**src/rtl/program_loader.sv**
```systemverilog
// Byte-stream program loader feeding the icache write port.
// Ports: clk, reset (async, active-high), start; rx_valid/rx_data/rx_ready
//   byte input handshake; download_program (held during a load, gates the
//   CPU clock); wr_en/instruction_index/instruction icache write port;
//   done/error status levels of the last load.
// Optional: `define LOADER_CHECKSUM_EN adds a trailing XOR checksum byte.
module program_loader #(
    parameter int ADDR_W    = 8,
    parameter int MAX_WORDS = 256
) (
    input  logic              clk,
    input  logic              reset,
    input  logic              start,
    input  logic              rx_valid,
    input  logic [7:0]        rx_data,
    output logic              rx_ready,
    output logic              download_program,
    output logic              wr_en,
    output logic [ADDR_W-1:0] instruction_index,
    output logic [15:0]       instruction,
    output logic              done,
    output logic              error
);

    typedef enum logic [3:0] {
        S_IDLE,
        S_LEN_LO,
        S_LEN_HI,
        S_DATA_LO,
        S_DATA_HI,
        S_FLUSH,
        S_CHECK,
        S_DONE,
        S_ERR
    } state_t;

    localparam logic [15:0] MAX_N = 16'(MAX_WORDS);

    state_t            state;
    state_t            next_state;
    logic [7:0]        len_lo;
    logic [7:0]        lo_byte;
    logic [15:0]       n_words;
    logic [15:0]       len;
    logic [ADDR_W-1:0] count;
    logic              xfer;
    logic              last;
    logic              idle;
`ifdef LOADER_CHECKSUM_EN
    logic [7:0]        csum;
`endif

    assign len  = {rx_data, len_lo};
    assign xfer = rx_valid && rx_ready;
    assign last = (16'(count) == n_words - 16'd1);
    assign idle = (state == S_IDLE) || (state == S_DONE) ||
                  (state == S_ERR);

    assign rx_ready = (state == S_LEN_LO) || (state == S_LEN_HI) ||
                      (state == S_DATA_LO) || (state == S_DATA_HI) ||
                      (state == S_CHECK);
    assign download_program = !idle;
    assign done  = (state == S_DONE);
    assign error = (state == S_ERR);

    always_ff @(posedge clk or posedge reset) begin
        if (reset) begin
            state <= S_IDLE;
        end else begin
            state <= next_state;
        end
    end

    // S_FLUSH holds download_program for the cycle carrying the final
    // write strobe, so done rises only after the last icache write.
    always_comb begin
        next_state = state;
        case (state)
            S_IDLE, S_DONE, S_ERR: begin
                if (start) next_state = S_LEN_LO;
            end
            S_LEN_LO: begin
                if (xfer) next_state = S_LEN_HI;
            end
            S_LEN_HI: begin
                if (xfer) begin
                    if (len == 16'd0) begin
`ifdef LOADER_CHECKSUM_EN
                        next_state = S_CHECK;
`else
                        next_state = S_DONE;
`endif
                    end else if (len > MAX_N) begin
                        next_state = S_ERR;
                    end else begin
                        next_state = S_DATA_LO;
                    end
                end
            end
            S_DATA_LO: begin
                if (xfer) next_state = S_DATA_HI;
            end
            S_DATA_HI: begin
                if (xfer) begin
                    if (last) begin
`ifdef LOADER_CHECKSUM_EN
                        next_state = S_CHECK;
`else
                        next_state = S_FLUSH;
`endif
                    end else begin
                        next_state = S_DATA_LO;
                    end
                end
            end
            S_FLUSH: begin
                next_state = S_DONE;
            end
            S_CHECK: begin
`ifdef LOADER_CHECKSUM_EN
                if (xfer) begin
                    if (rx_data == csum) next_state = S_DONE;
                    else next_state = S_ERR;
                end
`else
                next_state = S_ERR;
`endif
            end
            default: begin
                next_state = S_IDLE;
            end
        endcase
    end

    always_ff @(posedge clk or posedge reset) begin
        if (reset) begin
            wr_en             <= 1'b0;
            instruction_index <= '0;
            instruction       <= '0;
            count             <= '0;
            n_words           <= '0;
            len_lo            <= '0;
            lo_byte           <= '0;
`ifdef LOADER_CHECKSUM_EN
            csum              <= '0;
`endif
        end else begin
            wr_en <= 1'b0;
            if (idle && start) begin
                count             <= '0;
                instruction_index <= '0;
`ifdef LOADER_CHECKSUM_EN
                csum              <= '0;
`endif
            end
            if (xfer) begin
                case (state)
                    S_LEN_LO: len_lo <= rx_data;
                    S_LEN_HI: n_words <= len;
                    S_DATA_LO: begin
                        lo_byte <= rx_data;
`ifdef LOADER_CHECKSUM_EN
                        csum <= csum ^ rx_data;
`endif
                    end
                    S_DATA_HI: begin
                        instruction       <= {rx_data, lo_byte};
                        instruction_index <= count;
                        wr_en             <= 1'b1;
                        // Counter stops on the last word: no wrap past N-1.
                        if (!last) count <= count + 1'b1;
`ifdef LOADER_CHECKSUM_EN
                        csum <= csum ^ rx_data;
`endif
                    end
                    default: ;
                endcase
            end
        end
    end

endmodule
```
**config.mk**
```make
export PLATFORM = sky130hd
export DESIGN_NAME = program_loader
export DESIGN_NICKNAME = d
export VERILOG_FILES = /design/src/rtl/program_loader.sv
export SDC_FILE = /design/constraint.sdc
export NUM_CORES = 1
export LEC_CHECK = 0
export CORE_ASPECT_RATIO = 1.2
export CORE_UTILIZATION = 37
export CTS_BUF_LIST = sky130_fd_sc_hd__clkbuf_2
export CTS_CLUSTER_DIAMETER = 40
export DETAILED_ROUTE_END_ITERATION = 10
export GPL_TIMING_DRIVEN = 0
export PLACE_DENSITY_LB_ADDON = 0.1
export SLEW_MARGIN = 10
export SYNTH_ARGS = -nofsm -noshare
export SYNTH_HDL_FRONTEND = slang
export SYNTH_SLANG_ARGS = --single-unit
```
**constraint.sdc**
```tcl
create_clock -name clk -period 5.2 [get_ports clk]
set_clock_uncertainty 0.05 [all_clocks]
set_input_delay 0.78 -clock clk [delete_from_list [all_inputs] [get_ports clk]]
set_output_delay 0.78 -clock clk [all_outputs]
set_load 0.02 [all_outputs]
```
## Yosys cells after proc, flatten, opt, wreduce, memory -nomap -nowiden

Index checks and enable logic that the tools add are counted.

| storage, ports and cells | value |
|---|---|
| output and inout bits | 29 |
| word-level logic and storage cells | 60 |
| register bits after elaboration | 69 |

| cells by class | value |
|---|---|
| equality and inequality tests | 14 |
| magnitude comparators | 1 |
| add/subtract/negate cells | 2 |
| reductions and logical operators | 17 |
| multiplexer cells | 18 |

Operators with widths:

| operator | number |
|---|---|
| $mux W8 | 7 |
| $mux W4 | 7 |
| $pmux W4 S7 | 1 |
| $eq A4 B3 Y1 const B | 4 |
| $eq A8 B16 Y1 | 1 |
| $gt A16 B9 Y1 const B | 1 |
| $logic_not A16 Y1 | 1 |
| $sub A16 B1 Y16 const B | 1 |
| $ne A2 B2 Y1 const B | 5 |
| $add A8 B1 Y8 const B | 1 |
| $eq A4 B2 Y1 const B | 2 |
| $reduce_and A2 Y1 | 4 |
| $logic_or A1 B1 Y1 | 6 |
| $reduce_and A5 Y1 | 1 |
| $eq A4 B1 Y1 const B | 1 |
| $eq A4 B4 Y1 const B | 1 |
| $logic_not A4 Y1 | 1 |
| $mux W3 | 1 |
| $reduce_or A3 Y1 | 1 |
| $logic_and A1 B1 Y1 | 2 |
| $mux W1 | 2 |
| $logic_not A1 Y1 | 1 |

## Logic depth before layout (Yosys ltp)

| logic depth | value |
|---|---|
| word-level depth | 8 |
| mapped depth | 10 |

## Least setup slack after synthesis

No wires, ideal clock.

| timing | value |
|---|---|
| path kind | reg2reg |
| from | reg n_words[0] |
| to | reg count[0] |
| arrival time | 2.486 ns |
| setup slack | 2.534 ns |
| buffers on the path | 2 |
| clock period less this slack | 2.666 ns |
| stages on the path, launching flop included | 10 |
| cell sequence | dfrtp_1 or4_1 buf_2 nor4_4 mux2_2 o21ai_0 o2111ai_4 and2_1 buf_6 mux2i_1 |

| between the ends | value |
|---|---|
| cells in the longest elaborated chain, start to end | 5 |

Ends and longest elaborated chain:

| element | line | RTL |
|---|---|---|
| start: declaration | 43 | `logic [15:0] n_words;` |
| start signal: assignment | 159 | `S_LEN_HI: n_words <= len;` |
| $sub A16 B1 Y16 | 55 | `assign last = (16'(count) == n_words - 16'd1);` |
| $eq A8 B16 Y1 | 55 |  |
| $mux W8 | 171 | `if (!last) count <= count + 1'b1;` |
| $mux W8 | 157 | `case (state)` |
| $mux W8 | 156 | `if (xfer) begin` |
| end signal: assignment | 171 |  |
| end: declaration | 45 | `logic [ADDR_W-1:0] count;` |

Every way passes these cells.
A chain may end at the register's enable or synchronous reset.

## Final worst setup path

| timing | value |
|---|---|
| from | reg state[2] |
| to | out rx_ready |

| between the ends | value |
|---|---|
| cells in the longest elaborated chain, start to end | 5 |

Ends and longest elaborated chain:

| element | line | RTL |
|---|---|---|
| start: declaration | 39 | `state_t state;` |
| start signal: assignment | 70 | `state <= next_state;` |
| $eq A4 B1 Y1 / $eq A4 B2 Y1 (equally long branches) | 59 | `assign rx_ready = (state == S_LEN_LO) \|\| (state == S_LEN_HI) \|\|` |
| $logic_or A1 B1 Y1 (2 in series) | 59 |  |
| $logic_or A1 B1 Y1 | 60 | `(state == S_DATA_LO) \|\| (state == S_DATA_HI) \|\|` |
| $logic_or A1 B1 Y1 * | 60 |  |
| end: declaration | 16 | `output logic rx_ready,` |

Every way passes the cells marked *; elsewhere a longest branch is shown, timed or not.

==> results by group <==
Outcome
  – Status: complete, no violations

Floorplanning
  – Total core area: 8750 sq um
  – Die Wd: 89.5 um
  – Initial Utilization: 38.9%
  – Die H: 107 um
  – Ports: 41
  – Num rows: 37
  – Total die area: 9580 sq um

STA
  – Final worst slack: 2.02 ns
  – Setup TNS: 0 ns
  – Slew HR: 23.5%
  – Final hold violation count: 0
  – FMAX: 0.315 GHz
  – Crit path time final: 3.18 ns
  – Final period util: 61.1%
  – Setup violators final: 0
  – Max-slew violation count: 0
  – RSZ-0062 raised after global routing: false
  – Tightest Pin Transition: 1.14 ns

Final layout
  – FF+latch area: 1730 sq um
  – Fraction of layout cells with a size suffix above 1: 15.5%
  – Commonest non-fill, non-tap cells in the layout: nand2_1, dfrtp_1, clkdlybuf4s50_1
  – Multi-input gate area: 1590 sq um
  – Fin nets: 408
  – Number of fillers in the final layout: 855
  – Antenna Cells: 0
  – Most common cell after layout, fill and taps aside: nand2_1
  – Layout area overhead: 21.2%

Detailed routing
  – # DRC: 0
  – 1st-pass router iterations: 4
  – Routed WL: 7.55 mm
  – DR vias: 2,593
  – 1st-iter DRT viols: 75
  – Drt via density: 5.03
  – Post-route ant nets: 0
  – Drt wl/cell: 14.6 um

Setup path
  – Worst Setup SP: state[2]$_DFFE_PP0P_
  – Crit end category: output pin
  – Kind of critical path: flop to output pin
  – CP max FO: 10
  – CP max stage cell: clkdlybuf4s50_1
  – CP arrival: 2.35 ns
  – Crit-path cells: clkbuf_1 > nor3_1 > a211oi_1 > clkdlybuf4s50_1
  – Origin of the critical flop-to-flop path: n_words[4]$_DFFE_PP0P_
  – Highest cell delay on the worst timing path: 0.64 ns
  – WP data required: 4.37 ns
  – Worst Setup Start Kind: flop

Power
  – Peak VDD IR: 0.247 mV
  – P_leak: 0.00177 uW
  – PwrDens: 526 nW/um^2

Placement
  – Setup WS pre-CTS: 2.24 ns
  – Placed wire-length estimate: 5.42 mm
  – PortBufs: 40
  – Final RePlAce weighted congestion: 0.817

Clock network
  – Num CTS Buffers: 9
  – Hold buffer count at cts: 0
  – H-tree Lvls: 3
  – Clock slew at reported path FFs: 0.19 ns
  – # clock sinks: 69
  – CTS root buf: clkbuf_2
  – CTS tree: built
  – Worst skew pair latency: 0.53 ns
  – Bufs on Longest Clock Path: 2
  – Post CTS Setup Buffer Count: 0
  – CTS resizes: 0

Logic synthesis
  – Ranking of synthesized cells by area: dfrtp_1, mux2_2, nand2_1
  – Mapped Cells: 342
  – Cell taking the most area after synthesis: dfrtp_1
  – #FFs+latches synth: 69
  – Top cell type's share of synthesized area: 50.8%
  – Post-Syn Nets: 356
  – Synth unique cells: 40
  – Sequential fraction of the synthesis area: 50.8%
  – Synth warn: 0
  – Mapped cell area: 3400 sq um
  – Post-synthesis area per instance: 9.94 sq um

Worst hold path
  – Critical hold path startpoint: lo_byte[0]$_DFFE_PP0P_
  – Hold Path Class: flop to flop

Global route
  – Vias in the first global route: 2,535
  – First-pass GRT wire length: 12.5 mm
  – Initial antenna violation count: 0
  – Total GRT Usage: 17.6%
  – Pin count of the biggest net entering global routing: 51
  – Total global routing overflow: 0

Job
  – Max cap viols: 0
-- flip-flops by register name, summed over array words and instances (netlist names) --
name	cells
count	8
instruction	16
instruction_index	8
len_lo	8
lo_byte	8
n_words	16
state	4
wr_en	1
-- power breakdown --
part | switching, uW | internal (uW)
sequential | 169 | 734
combinational | 444 | 441
clock | 212 | 165
-- metrics by stage --
step                      total power (uW)  hold slack [ns]  instances  cell area, sq um  utilization, %
after floorplan                       1510            0.385        342              3400               -
after global placement                1790            0.404        499              3950            45.1
after detailed placement              1810            0.408        500              3980            45.5
after CTS                             2190            0.420        516              4120            47.1
after global routing                  2320            0.422        516              4120            47.1
final                                 2170            0.438        516              4120            47.1
-- cell usage after synthesis (all sizes together) --
| library cell | number |
|---|---|
| buf | 3 |
| o21bai | 2 |
| nand2b | 5 |
| a21oi | 2 |
| a2bb2oi | 1 |
| nor2b | 6 |
| nand2 | 85 |
| a32o | 1 |
| nand4 | 1 |
| a31oi | 3 |
| o211ai | 5 |
| mux2 | 34 |
| nor2 | 24 |
| a211o | 1 |
| ha | 2 |
| o22ai | 3 |
| clkbuf | 12 |
| nand3 | 16 |
| o21ai | 11 |
| or4 | 3 |
| nor3 | 5 |
| nor4 | 9 |
| a2111oi | 1 |
| and2 | 6 |
| or2 | 4 |
| o311a | 1 |
| o2111ai | 1 |
| a211oi | 1 |
| mux2i | 4 |
| xnor2 | 12 |
| nor3b | 2 |
| o31ai | 1 |
| dfrtp | 69 |
| xor2 | 1 |
| inv | 5 |
-- worst max-delay path, delay by kind of cell (launching register included) --
kind	cells	cell delay, ns
AO/OA/AOI/OAI	1	0.25
buffers and inverters	2	1.00
flip-flops	1	0.44
AND/OR/NAND/NOR	1	0.15
-- layer usage --
| layer | track usage, % | up-vias | routed length (um) |
|---|---|---|---|
| met5 | 0 | - | 0 |
| met1 | 22.8 | 1264 | 3520 |
| li1 | - | 1273 | - |
| met4 | 7.60 | 0 | 159 |
| met2 | 28.1 | 45 | 3640 |
| met3 | 4.00 | 11 | 230 |
-- layout make-up --
class / count / share of cell area [%]
Buffer: 15 / 1.61
Clock buffer: 10 / 1.21
Clock inverter: 6 / 2.28
Inverter: 5 / 0.516
Multi-Input combinational cell: 253 / 38.6
Sequential cell: 69 / 41.9
Tap cell: 117 / 3.55
Timing Repair Buffer: 41 / 10.4
-- worst paths after layout --
check	end	slack, ns	depth (start not counted)
setup / recovery	rx_ready	2.02	4
setup reg to reg	count[0]$_DFF_PP0_	2.26	9
min in group asynchronous	instruction[6]$_DFFE_PP0P_	0.46	2
max in group asynchronous	n_words[0]$_DFFE_PP0P_	4.10	3
hold / removal	instruction[0]$_DFFE_PP0P_	0.44	2
hold reg to reg	instruction[0]$_DFFE_PP0P_	0.44	2
-- logic make-up (layout without fill, tap and decap cells) --
| group | after synthesis | count (layout) | share of synthesized area, % |
|---|---|---|---|
| buf+inv | 20 | 77 | 2.50 |
| compound gates | 34 | 34 | 7.69 |
| xor+xnor | 13 | 13 | 3.35 |
| simple gates | 166 | 166 | 22.5 |
| mux | 38 | 38 | 12.4 |
| flops | 69 | 69 | 50.8 |
| fa+ha+maj | 2 | 2 | 0.736 |
No activity file was read; power rests on OpenSTA's default activity.
